===== src/rtl/apb_master_pkg.sv =====
// Shared definitions for the APB master: bus widths, default access timeout
// and the FSM state encoding.
package apb_master_pkg;

    localparam int ADDR_W          = 32;
    localparam int DATA_W          = 32;
    localparam int TIMEOUT_DEFAULT = 255;
    localparam int CNT_W           = 8;

    typedef enum logic [1:0] {
        ST_IDLE   = 2'd0,
        ST_SETUP  = 2'd1,
        ST_ACCESS = 2'd2,
        ST_RESP   = 2'd3
    } apb_state_e;

endpackage


===== src/rtl/apb_timeout_counter.sv =====
// ACCESS-phase timeout counter.
// Ports:
//   PCLK, PRESERN  clock / async active-low reset
//   clear          loads the budget (asserted on the edge that enters SETUP)
//   enable         counts one ACCESS cycle
//   expired        high during the TIMEOUT-th ACCESS cycle
module apb_timeout_counter
    import apb_master_pkg::*;
#(
    parameter int TIMEOUT = TIMEOUT_DEFAULT
) (
    input  logic PCLK,
    input  logic PRESERN,
    input  logic clear,
    input  logic enable,
    output logic expired
);

    // Loaded with TIMEOUT-1 so the terminal count (zero) coincides with the
    // last permitted ACCESS cycle.
    localparam logic [CNT_W-1:0] LOAD = CNT_W'(TIMEOUT - 1);

    logic [CNT_W-1:0] cnt;

    always_ff @(posedge PCLK or negedge PRESERN) begin
        if (!PRESERN) begin
            cnt <= '0;
        end else if (clear) begin
            cnt <= LOAD;
        end else if (enable && (cnt != '0)) begin
            cnt <= cnt - 1'b1;
        end
    end

    assign expired = (cnt == '0);

endmodule


===== src/rtl/apb_master.sv =====
// Single-outstanding APB master bridging a valid/ready command/response
// interface to an APB completer, with an ACCESS-phase timeout.
// Ports:
//   PCLK, PRESERN                        clock / async active-low reset
//   cmd_valid/ready/write/addr/wdata     command from local logic
//   rsp_valid/ready/rdata/err/timeout    response to local logic
//   PSEL, PENABLE, PWRITE, PADDR, PWDATA APB requester outputs (registered)
//   PREADY, PSLVERR, PRDATA              APB completer response
//
// state  | meaning
// IDLE   | waiting for a command, cmd_ready high
// SETUP  | one-cycle APB setup phase
// ACCESS | PENABLE high, waiting for PREADY or timeout
// RESP   | response held until rsp_ready
module apb_master
    import apb_master_pkg::*;
#(
    parameter int TIMEOUT = TIMEOUT_DEFAULT
) (
    input  logic              PCLK,
    input  logic              PRESERN,
    input  logic              cmd_valid,
    output logic              cmd_ready,
    input  logic              cmd_write,
    input  logic [ADDR_W-1:0] cmd_addr,
    input  logic [DATA_W-1:0] cmd_wdata,
    output logic              rsp_valid,
    input  logic              rsp_ready,
    output logic [DATA_W-1:0] rsp_rdata,
    output logic              rsp_err,
    output logic              rsp_timeout,
    output logic              PSEL,
    output logic              PENABLE,
    output logic              PWRITE,
    output logic [ADDR_W-1:0] PADDR,
    output logic [DATA_W-1:0] PWDATA,
    input  logic              PREADY,
    input  logic              PSLVERR,
    input  logic [DATA_W-1:0] PRDATA
);

    apb_state_e state_q, state_d;
    logic       accept;
    logic       done_ok;
    logic       done_to;
    logic       expired;

    apb_timeout_counter #(.TIMEOUT(TIMEOUT)) u_timeout (
        .PCLK    (PCLK),
        .PRESERN (PRESERN),
        .clear   (accept),
        .enable  (state_q == ST_ACCESS),
        .expired (expired)
    );

    always_comb begin
        state_d = state_q;
        accept  = 1'b0;
        done_ok = 1'b0;
        done_to = 1'b0;
        case (state_q)
            ST_IDLE: begin
                if (cmd_valid && cmd_ready) begin
                    accept  = 1'b1;
                    state_d = ST_SETUP;
                end
            end
            ST_SETUP: state_d = ST_ACCESS;
            ST_ACCESS: begin
                // Completion has priority over a timeout on the same cycle.
                if (PREADY) begin
                    done_ok = 1'b1;
                    state_d = ST_RESP;
                end else if (expired) begin
                    done_to = 1'b1;
                    state_d = ST_RESP;
                end
            end
            ST_RESP: begin
                if (rsp_ready) state_d = ST_IDLE;
            end
            default: state_d = ST_IDLE;
        endcase
    end

    // Control outputs are registered copies decoded from the next state so
    // they change on the same edge as the state itself.
    always_ff @(posedge PCLK or negedge PRESERN) begin
        if (!PRESERN) begin
            state_q   <= ST_IDLE;
            PSEL      <= 1'b0;
            PENABLE   <= 1'b0;
            cmd_ready <= 1'b1;
            rsp_valid <= 1'b0;
        end else begin
            state_q   <= state_d;
            PSEL      <= (state_d == ST_SETUP) || (state_d == ST_ACCESS);
            PENABLE   <= (state_d == ST_ACCESS);
            cmd_ready <= (state_d == ST_IDLE);
            rsp_valid <= (state_d == ST_RESP);
        end
    end

    always_ff @(posedge PCLK or negedge PRESERN) begin
        if (!PRESERN) begin
            PWRITE      <= 1'b0;
            PADDR       <= '0;
            PWDATA      <= '0;
            rsp_rdata   <= '0;
            rsp_err     <= 1'b0;
            rsp_timeout <= 1'b0;
        end else begin
            if (accept) begin
                PWRITE <= cmd_write;
                PADDR  <= cmd_addr;
                PWDATA <= cmd_wdata;
            end
            if (done_ok) begin
                rsp_rdata   <= PWRITE ? '0 : PRDATA;
                rsp_err     <= PSLVERR;
                rsp_timeout <= 1'b0;
            end else if (done_to) begin
                rsp_rdata   <= '0;
                rsp_err     <= 1'b1;
                rsp_timeout <= 1'b1;
            end
        end
    end

endmodule


===== config.mk =====
export PLATFORM = sky130hd
export DESIGN_NAME = apb_master
export DESIGN_NICKNAME = d
export VERILOG_FILES = /design/src/rtl/apb_master_pkg.sv /design/src/rtl/apb_timeout_counter.sv /design/src/rtl/apb_master.sv
export SDC_FILE = /design/constraint.sdc
export NUM_CORES = 1
export LEC_CHECK = 0
export CORE_UTILIZATION = 42
export CTS_BUF_LIST = sky130_fd_sc_hd__clkbuf_2 sky130_fd_sc_hd__clkbuf_4 sky130_fd_sc_hd__clkbuf_8
export CTS_CLUSTER_DIAMETER = 100
export DETAILED_ROUTE_END_ITERATION = 6
export PLACE_DENSITY = 0.89
export SYNTH_ARGS = -nofsm -noshare
export SYNTH_HDL_FRONTEND = slang
export SYNTH_SLANG_ARGS = --single-unit

===== constraint.sdc =====
create_clock -name PCLK -period 2.3 [get_ports PCLK]
set_input_delay 0.69 -clock PCLK [delete_from_list [all_inputs] [get_ports PCLK]]
set_output_delay 0.69 -clock PCLK [all_outputs]
set_load 0.1 [all_outputs]

; ---- Word-level counts from Yosys, hierarchy flattened
; Index checks and enable logic that the tools add are counted.
[classes]
addsub = 1
n_eq_ne = 6
mux = 20
reduce_logical = 9
[op_table]
columns = cell, count
row1 = $mux W32, 3
row2 = $mux W8, 2
row3 = $mux W1, 10
row4 = $eq A2 B2 Y1 const B, 4
row5 = $logic_not A8 Y1, 1
row6 = $mux W2, 4
row7 = $pmux W2 S4, 1
row8 = $reduce_bool A8 Y1, 1
row9 = $sub A8 B1 Y8 const B, 1
row10 = $eq A2 B1 Y1 const B, 2
row11 = $logic_not A2 Y1, 2
row12 = $reduce_bool A2 Y1, 2
row13 = $logic_and A1 B1 Y1, 2
row14 = $logic_or A1 B1 Y1, 1
[word_totals]
register_bits = 113
output_inout_bits = 103
elab_cells = 48

; ---- Longest topological paths before layout
; Gate-level depths: netlist of the first run.
[logic_depth]
word_depth = 6
ltp_mapped = 7
depth_no_buf = 6

; ---- Cells and area by module
; From an unflattened synthesis of the first run, not the netlist that was laid out.
[unflattened]
cells_unflattened = 285
hier_area_um2 = 4330.4
[by_module_without_submodules]
columns = mod, n_inst, cells_per_inst, area_per_inst_um2, seq_area_each_um2
row1 = apb_master, 1, 238, 3858.7, 2628.8
row2 = apb_timeout_counter, 1, 47, 471.7, 200.2

; ---- Worst setup path after synthesis of the first run
; Ideal clock, no wire load.
[synth_path]
path_type = register to register
from = register cmd_ready
to = register PSEL
setup_ns = 0.126
arrival_ns = 1.963
t_required_ns = 2.174
setup_slack_ns = 0.211
path_stages_with_launch = 7
path_buffers = 3
synth_period_minus_slack_ns = 2.089
cell_sequence = dfstp_2 > nor4bb_1 > buf_2 > buf_4 > buf_2 > a31o_2 > ha_1
[synth_between]
elab_chain_cells = 5
word_cells_on_any_way = 6
cone_classes = eq/ne (2) / mux (2) / reduce/logical (2)
[synth_rtl]
columns = element, line_no
row1 = start: declaration, apb_master.sv:23  ; output logic cmd_ready,
row2 = start signal: assignment, apb_master.sv:99  ; cmd_ready <= (state_d == ST_IDLE);
row3 = $logic_and A1 B1 Y1 (*), apb_master.sv:63  ; if (cmd_valid && cmd_ready) begin
row4 = $mux W2 (*), apb_master.sv:63
row5 = $pmux W2 S4 (*), apb_master.sv:61  ; case (state_q)
row6 = $eq A2 B1 Y1 / $eq A2 B2 Y1 (equally long branches), apb_master.sv:97  ; PSEL <= (state_d == ST_SETUP) || (state_d == ST_ACCESS);
row7 = $logic_or A1 B1 Y1 (*), apb_master.sv:97
row8 = end signal: assignment, apb_master.sv:97
row9 = end: declaration, apb_master.sv:32  ; output logic PSEL,
; Every way passes the cells marked *; elsewhere a longest branch is shown, timed or not.
; A chain may end at the register's enable or synchronous reset.

; ---- Final worst setup path of the first run
[layout_path]
from = register u_timeout.cnt[1]
to = register PSEL
[layout_between]
elab_chain_cells = 6
word_cells_on_any_way = 7
cone_classes = eq/ne (2) / mux (3) / reduce/logical (2)
[layout_rtl]
columns = element, line_no
row1 = start: declaration, apb_timeout_counter.sv:23  ; logic [CNT_W-1:0] cnt;
row2 = start signal: assignment, apb_timeout_counter.sv:31  ; cnt <= cnt - 1'b1;
row3 = $logic_not A8 Y1 (*), apb_timeout_counter.sv:35  ; assign expired = (cnt == '0);
row4 = $mux W2 (*), apb_master.sv:74  ; end else if (expired) begin
row5 = $mux W2 (*), apb_master.sv:71  ; if (PREADY) begin
row6 = $pmux W2 S4 (*), apb_master.sv:61
row7 = $eq A2 B1 Y1 / $eq A2 B2 Y1 (equally long branches), apb_master.sv:97
row8 = $logic_or A1 B1 Y1 (*), apb_master.sv:97
; Marks and branches as above.

==> impl_metrics.toml, run 1 <==
[critical_path]
max_stage_delay_ns = 0.47
crit_path_start_kind = "register"
slowest_stage = "or3b_1"
startpoint = "u_timeout.cnt[1]"
cpMostUsedCell = "ha_1"
reg2regPathDepth = 6
reg2reg_slack_ns = 0.37
path_class = "reg2reg"
worstSetupEndpoint = "PSEL"
crit_fanout = 7
regToRegEndpoint = "PSEL"
path_cells = "inv_1, ha_1, or3b_1, o21ai_1, a31o_2, ha_1"
cp-end-kind = "register"
crit_arrival_ns = 2.22
critPathRequiredTime_ns = 2.59
r2r_start = "u_timeout.cnt[1]"

[synthesis]
synth_ff_type = "dfrtp_1"
synth_cell_types = 42
syn-num-nets = 435
yosysSeqAreaShare_pct = 60.6
synth_edf_count = 0
synth_common_cells = "112 x dfrtp_1, 63 x mux2_2, 32 x a221o_1, 32 x and2_1, 11 x buf_2"
synth.most_common_cell = "dfrtp_1"
ys.warnings.count = 0
syn_avg_cell_area_um2 = 14.2
synthCells = 328
netlist.area_leader.share_pct = 60.1
netlist_area_um2 = 4670
ys_seq_elements = 113
synthArstFlopShare_pct = 100
synth_top_cell_by_area = "dfrtp_1"
netlist_top_cells_area = "dfrtp_1 60%, mux2_2 15%, a221o_1 6.9%"

[route]
routed_wl_mm = 12.0
wire_per_inst_um = 17.2
first_pass_iters = 4
antenna_left = 0
drt-initial-drc-count = 183
vias = 3614
viasPerCell = 5.19
drc = 0

[clocking]
clock-sinks = 113
holdBufCountCts = 0
cts_tree = "built"
clkTransAtPathRegs_ns = 0.07
cts_resized = 0
worstSkewPairLatency_ns = 0.42
postCtsSetupBuffers = 0
cts-root-buf = "clkbuf_8"
ctsHtreeMaxLevel = 4
cts_made_buffers = 17
cts.path.max_buffers = 2

[final_layout]
ff_latch_area_um2 = 2830
drive_above_1_share_pct = 39.5
fin_nets = 651
fillers = 781
multi_input_area_um2 = 1710
area_growth_syn_to_layout_pct = 55.5
fin_cells = 697
antenna-diode-count = 0

[placement]
dp_cells = 665
gp_congestion = 0.796
port_buffers = 205
dpl.hpwl_mm = 8.85

[floorplanning]
initial_core_util_pct = 43.1
core_area_um2 = 10800
die_h_um = 107
fp.dieArea_um2 = 11500
num_rows = 38
ios = 206
die_w_um = 107

[global_route]
grt_overflow = 0
grt_antenna_before_repair = 0
gr-usage-all-layers_pct = 21.4
grt_pass1_vias = 3801
grt_max_degree = 46
grt_pass1_wl_mm = 18.7

[outcome]
status = "complete, no violations"

[sta]
relSlewSlack_pct = 56.7
finalHoldViolations = 0
setup-tns-final_ns = 0
maxSlewViolCount = 0
period_needed_ns = 1.93
skew_ns = 0.0108
setup_violations = 0
fin_crit_sh_pct = 83.9
max_freq_mhz = 518
worst_slew_pin_slew_ns = 0.641
rsz0062_at_grt = "no"

[hold_path]
holdCritPathClass = "in2async"

[job]
timing.max_cap.violations = 0
placed cells by master (no fill, tap or decap), types with 3 or more instances in the layout:
cell             count
buf_12              11
buf_4              106
nor2_1              10
o211ai_1             3
nand2_1              3
a21oi_1              3
dfrtp_1            112
inv_1                5
ha_1                 4
and2_1              32
bufinv_16            6
a221o_1             32
clkinv_2             3
mux2i_1              4
mux2_1               3
clkbuf_8            20
mux2_2              63
clkdlybuf4s50_1    101
worst min-delay path by stage:
| stage | start | to | slack [ns] | depth (start not counted) |
|---|---|---|---|---|
| after floorplan | PRESERN | PADDR[0] | 0.39 | 0 |
| after global placement | PADDR[25] | PADDR[25] | 0.47 | 1 |
| after detailed placement | PADDR[21] | PADDR[21] | 0.48 | 1 |
| after CTS | PRESERN | rsp_rdata[23] | 0.19 | 1 |
| after global routing | PRESERN | rsp_rdata[23] | 0.21 | 1 |
| final | PRESERN | rsp_rdata[27] | 0.21 | 1 |
worst max-delay path: cells and delay by family, from the launching register on:
family	cells	cell delay [ns]
simple gates	1	0.47
compound gates	2	0.44
fa+ha+maj	2	0.41
flops	1	0.39
buf+inv	1	0.09
final cells by class:
cell class                 instances  area share [%]
clock buffer                      22            4.00
clock inverter                    10            2.81
inverter                           5           0.259
multi-input combinational        189            23.6
sequential                       113            39.0
tap                              140            2.41
timing repair buffer             218            27.9
through the flow:
| stage | setup slack [ns] | area, um2 | hold slack (ns) | util, % |
|---|---|---|---|---|
| finish | 0.371 | 7260 | 0.207 | 67.0 |
| CTS | 0.375 | 7260 | 0.189 | 67.0 |
| global placement | 0.0591 | 6760 | 0.473 | 62.4 |
| global route | 0.205 | 7260 | 0.207 | 67.0 |
| floorplan | 0.211 | 4670 | 0.394 | - |
| detailed placement | 0.0220 | 6760 | 0.481 | 62.4 |
cells by family after synthesis:
logic type / after synthesis / share of synthesized area (%)
AOI/OAI and AO/OA: 51 / 9.60
adders and majority gates: 4 / 1.07
buffers and inverters: 26 / 3.11
DFF: 113 / 60.6
muxes: 70 / 16.8
and+or+nand+nor: 64 / 8.82
sequential cells by signal, summed over array words and instances, names as in the netlist, 2 cells and up:
signal,flops
PADDR,32
PWDATA,32
rsp_rdata,32
state_q,2
u_timeout.cnt,8
metal layers:
layer / global-route usage, % / wire [um] / vias up
li1: - / - / 1638
met1: 24.3 / 4700 / 1816
met2: 37.8 / 6280 / 143
met3: 6.48 / 802 / 17
met4: 8.22 / 234 / 0
met5: 0 / 0 / -
Power of run 1 is not shown: default switching activity piles up to over one toggle a cycle in this logic, so the estimate is an artifact.
==> run 2: changes to the inputs <==
--- a/config.mk
+++ b/config.mk
@@ -5,11 +5,11 @@
 export SDC_FILE = /design/constraint.sdc
 export NUM_CORES = 1
 export LEC_CHECK = 0
-export CORE_UTILIZATION = 42
+export CORE_UTILIZATION = 39
 export CTS_BUF_LIST = sky130_fd_sc_hd__clkbuf_2 sky130_fd_sc_hd__clkbuf_4 sky130_fd_sc_hd__clkbuf_8
 export CTS_CLUSTER_DIAMETER = 100
 export DETAILED_ROUTE_END_ITERATION = 6
-export PLACE_DENSITY = 0.89
+export PLACE_DENSITY = 0.87
 export SYNTH_ARGS = -nofsm -noshare
 export SYNTH_HDL_FRONTEND = slang
 export SYNTH_SLANG_ARGS = --single-unit
==> constraint.sdc (replaced) <==
create_clock -name PCLK -period 1.6 [get_ports PCLK]
set_input_delay 0.48 -clock PCLK [delete_from_list [all_inputs] [get_ports PCLK]]
set_output_delay 0.48 -clock PCLK [all_outputs]
set_load 0.1 [all_outputs]
==> run 2 against run 1 <==
The run now ends with DRC, setup timing left. Maximum frequency rose by 6.5%. First-iteration DRC count rose by 64%. Worst hold slack got worse by 0.14 ns. Clock skew rose by 0.0041 ns. Clock-buffer cell count fell by 4. Die area rose by 7.5%. Worst setup slack got worse by 0.58 ns. Global-route usage rose by 8.1 points. Flip-flop and latch count did not move. Critical path type unchanged.
==> impl_metrics.toml, run 2 (synthesis results as in run 1) <==
[placement]
dpl.hpwl_mm = 10.2
port_buffers = 205
gp_congestion = 0.823

[global_route]
grt_antenna_before_repair = 1
grt_overflow = 0
grt_pass1_wl_mm = 27.6
grt_pass1_vias = 4573
gr-usage-all-layers_pct = 29.5
grt_max_degree = 69

[clocking]
cts-root-buf = "clkbuf_8"
cts_made_buffers = 17
ctsHtreeMaxLevel = 4
cts_tree = "built"
clock-sinks = 113
clkTransAtPathRegs_ns = 0.08
holdBufCountCts = 0
worstSkewPairLatency_ns = 0.42
cts.path.max_buffers = 2

[route]
viasPerCell = 5.57
routed_wl_mm = 18.8
drt-initial-drc-count = 300
wire_per_inst_um = 25.2
first_pass_iters = 7
vias = 4163
drc = 36
antenna_left = 0

[final_layout]
fin_nets = 698
area_growth_syn_to_layout_pct = 100
drive_above_1_share_pct = 47.8
final_common_cell = "dfrtp_1"
top_regs = "PADDR: 32 flops, PWDATA: 32 flops, rsp_rdata: 32 flops"
layout_common_cells = "110 x dfrtp_1, 109 x buf_12, 100 x clkdlybuf4s50_1"

[sta]
period_needed_ns = 1.81
worst_slew_pin_slew_ns = 0.567
skew_ns = 0.0149
fin_ws_ns = -0.211
relSlewSlack_pct = 62.2
max_freq_mhz = 552
rsz0062_at_grt = "yes"
setup_violations = 111
maxSlewViolCount = 0
setup-tns-final_ns = -12.98
finalHoldViolations = 0
fin_crit_sh_pct = 113

[critical_path]
cp-end-kind = "register"
crit_fanout = 6
path_class = "reg2reg"
crit_arrival_ns = 2.11
crit_path_start_kind = "register"
critPathRequiredTime_ns = 1.90

[outcome]
status = "finished, violations left"
failed_checks = "DRC, setup timing"

[floorplanning]
fp.dieArea_um2 = 12400
core_area_um2 = 11500
die_w_um = 111
initial_core_util_pct = 40.5
num_rows = 39
ios = 206
die_h_um = 111

[hold_path]
holdCritPathClass = "in2async"

[job]
timing.max_cap.violations = 0
-- run 2: area by class of cell --
type,count,area (um2)
sequential,113,2840
clock buffer,18,248
timing repair buffer,264,3830
clock inverter,13,139
tap,143,179
inverter,5,18.8
antenna,1,2.50
multi-input combinational,190,2100
fill,577,2170
-- run 2: worst max-delay path: stages, from the launching register on --
cell and delay (ns):
dfrtp_1 0.41, buf_6 0.14, nor4_4 0.37, a21oi_4 0.16, buf_12 0.17, buf_16 0.13, a221o_1 0.33
-- run 2: path summary, 6_finish.rpt --
kind	startpoint	to	slack [ns]	depth (start not counted)
min in group PCLK	PADDR[22]	PADDR[22]	0.58	1
worst max-delay path	u_timeout.cnt[2]	rsp_rdata[23]	-0.21	6
max in group asynchronous	PRESERN	PWDATA[15]	1.04	2
worst max register to register	u_timeout.cnt[2]	rsp_rdata[23]	-0.21	6
worst min-delay path	PRESERN	rsp_rdata[26]	0.07	2
worst min register to register	PADDR[22]	PADDR[22]	0.58	1
-- run 2: metal layers --
layer	track usage [%]	wire, um	vias to the layer above	share of wire (%)
met5	0	0	-	0
met4	11.2	783	0	4.2
met3	5.99	1060	63	5.6
met2	54.7	10100	231	54
met1	33.3	6830	2124	36
li1	-	-	1745	-
-- run 2: stage by stage --
stage / hold WS, ns / worst slack [ns] / util (%) / cell area, um2 / std cells
after detailed placement: 0.524 / -0.828 / 70.7 / 8140 / 688
final: 0.0655 / -0.211 / 81.2 / 9350 / 747
after global routing: 0.0853 / -0.238 / 81.2 / 9350 / 747
after floorplan: 0.184 / -0.267 / - / 4710 / 328
after global placement: 0.513 / -0.661 / 70.7 / 8140 / 688
after CTS: 0.0730 / -0.192 / 80.5 / 9270 / 745
-- run 2: repair_timing --
| item | CTS | global route |
|---|---|---|
| gates resized for setup | 100 | 29 |
| endpoints found under the hold margin | 0 | 0 |
| pin swaps | 38 | 8 |
| cloned | 10 | 2 |
| setup endpoints to repair | 110 | 113 |
| setup buffers | 18 | 7 |
Power of run 2 is left out for the same reason.
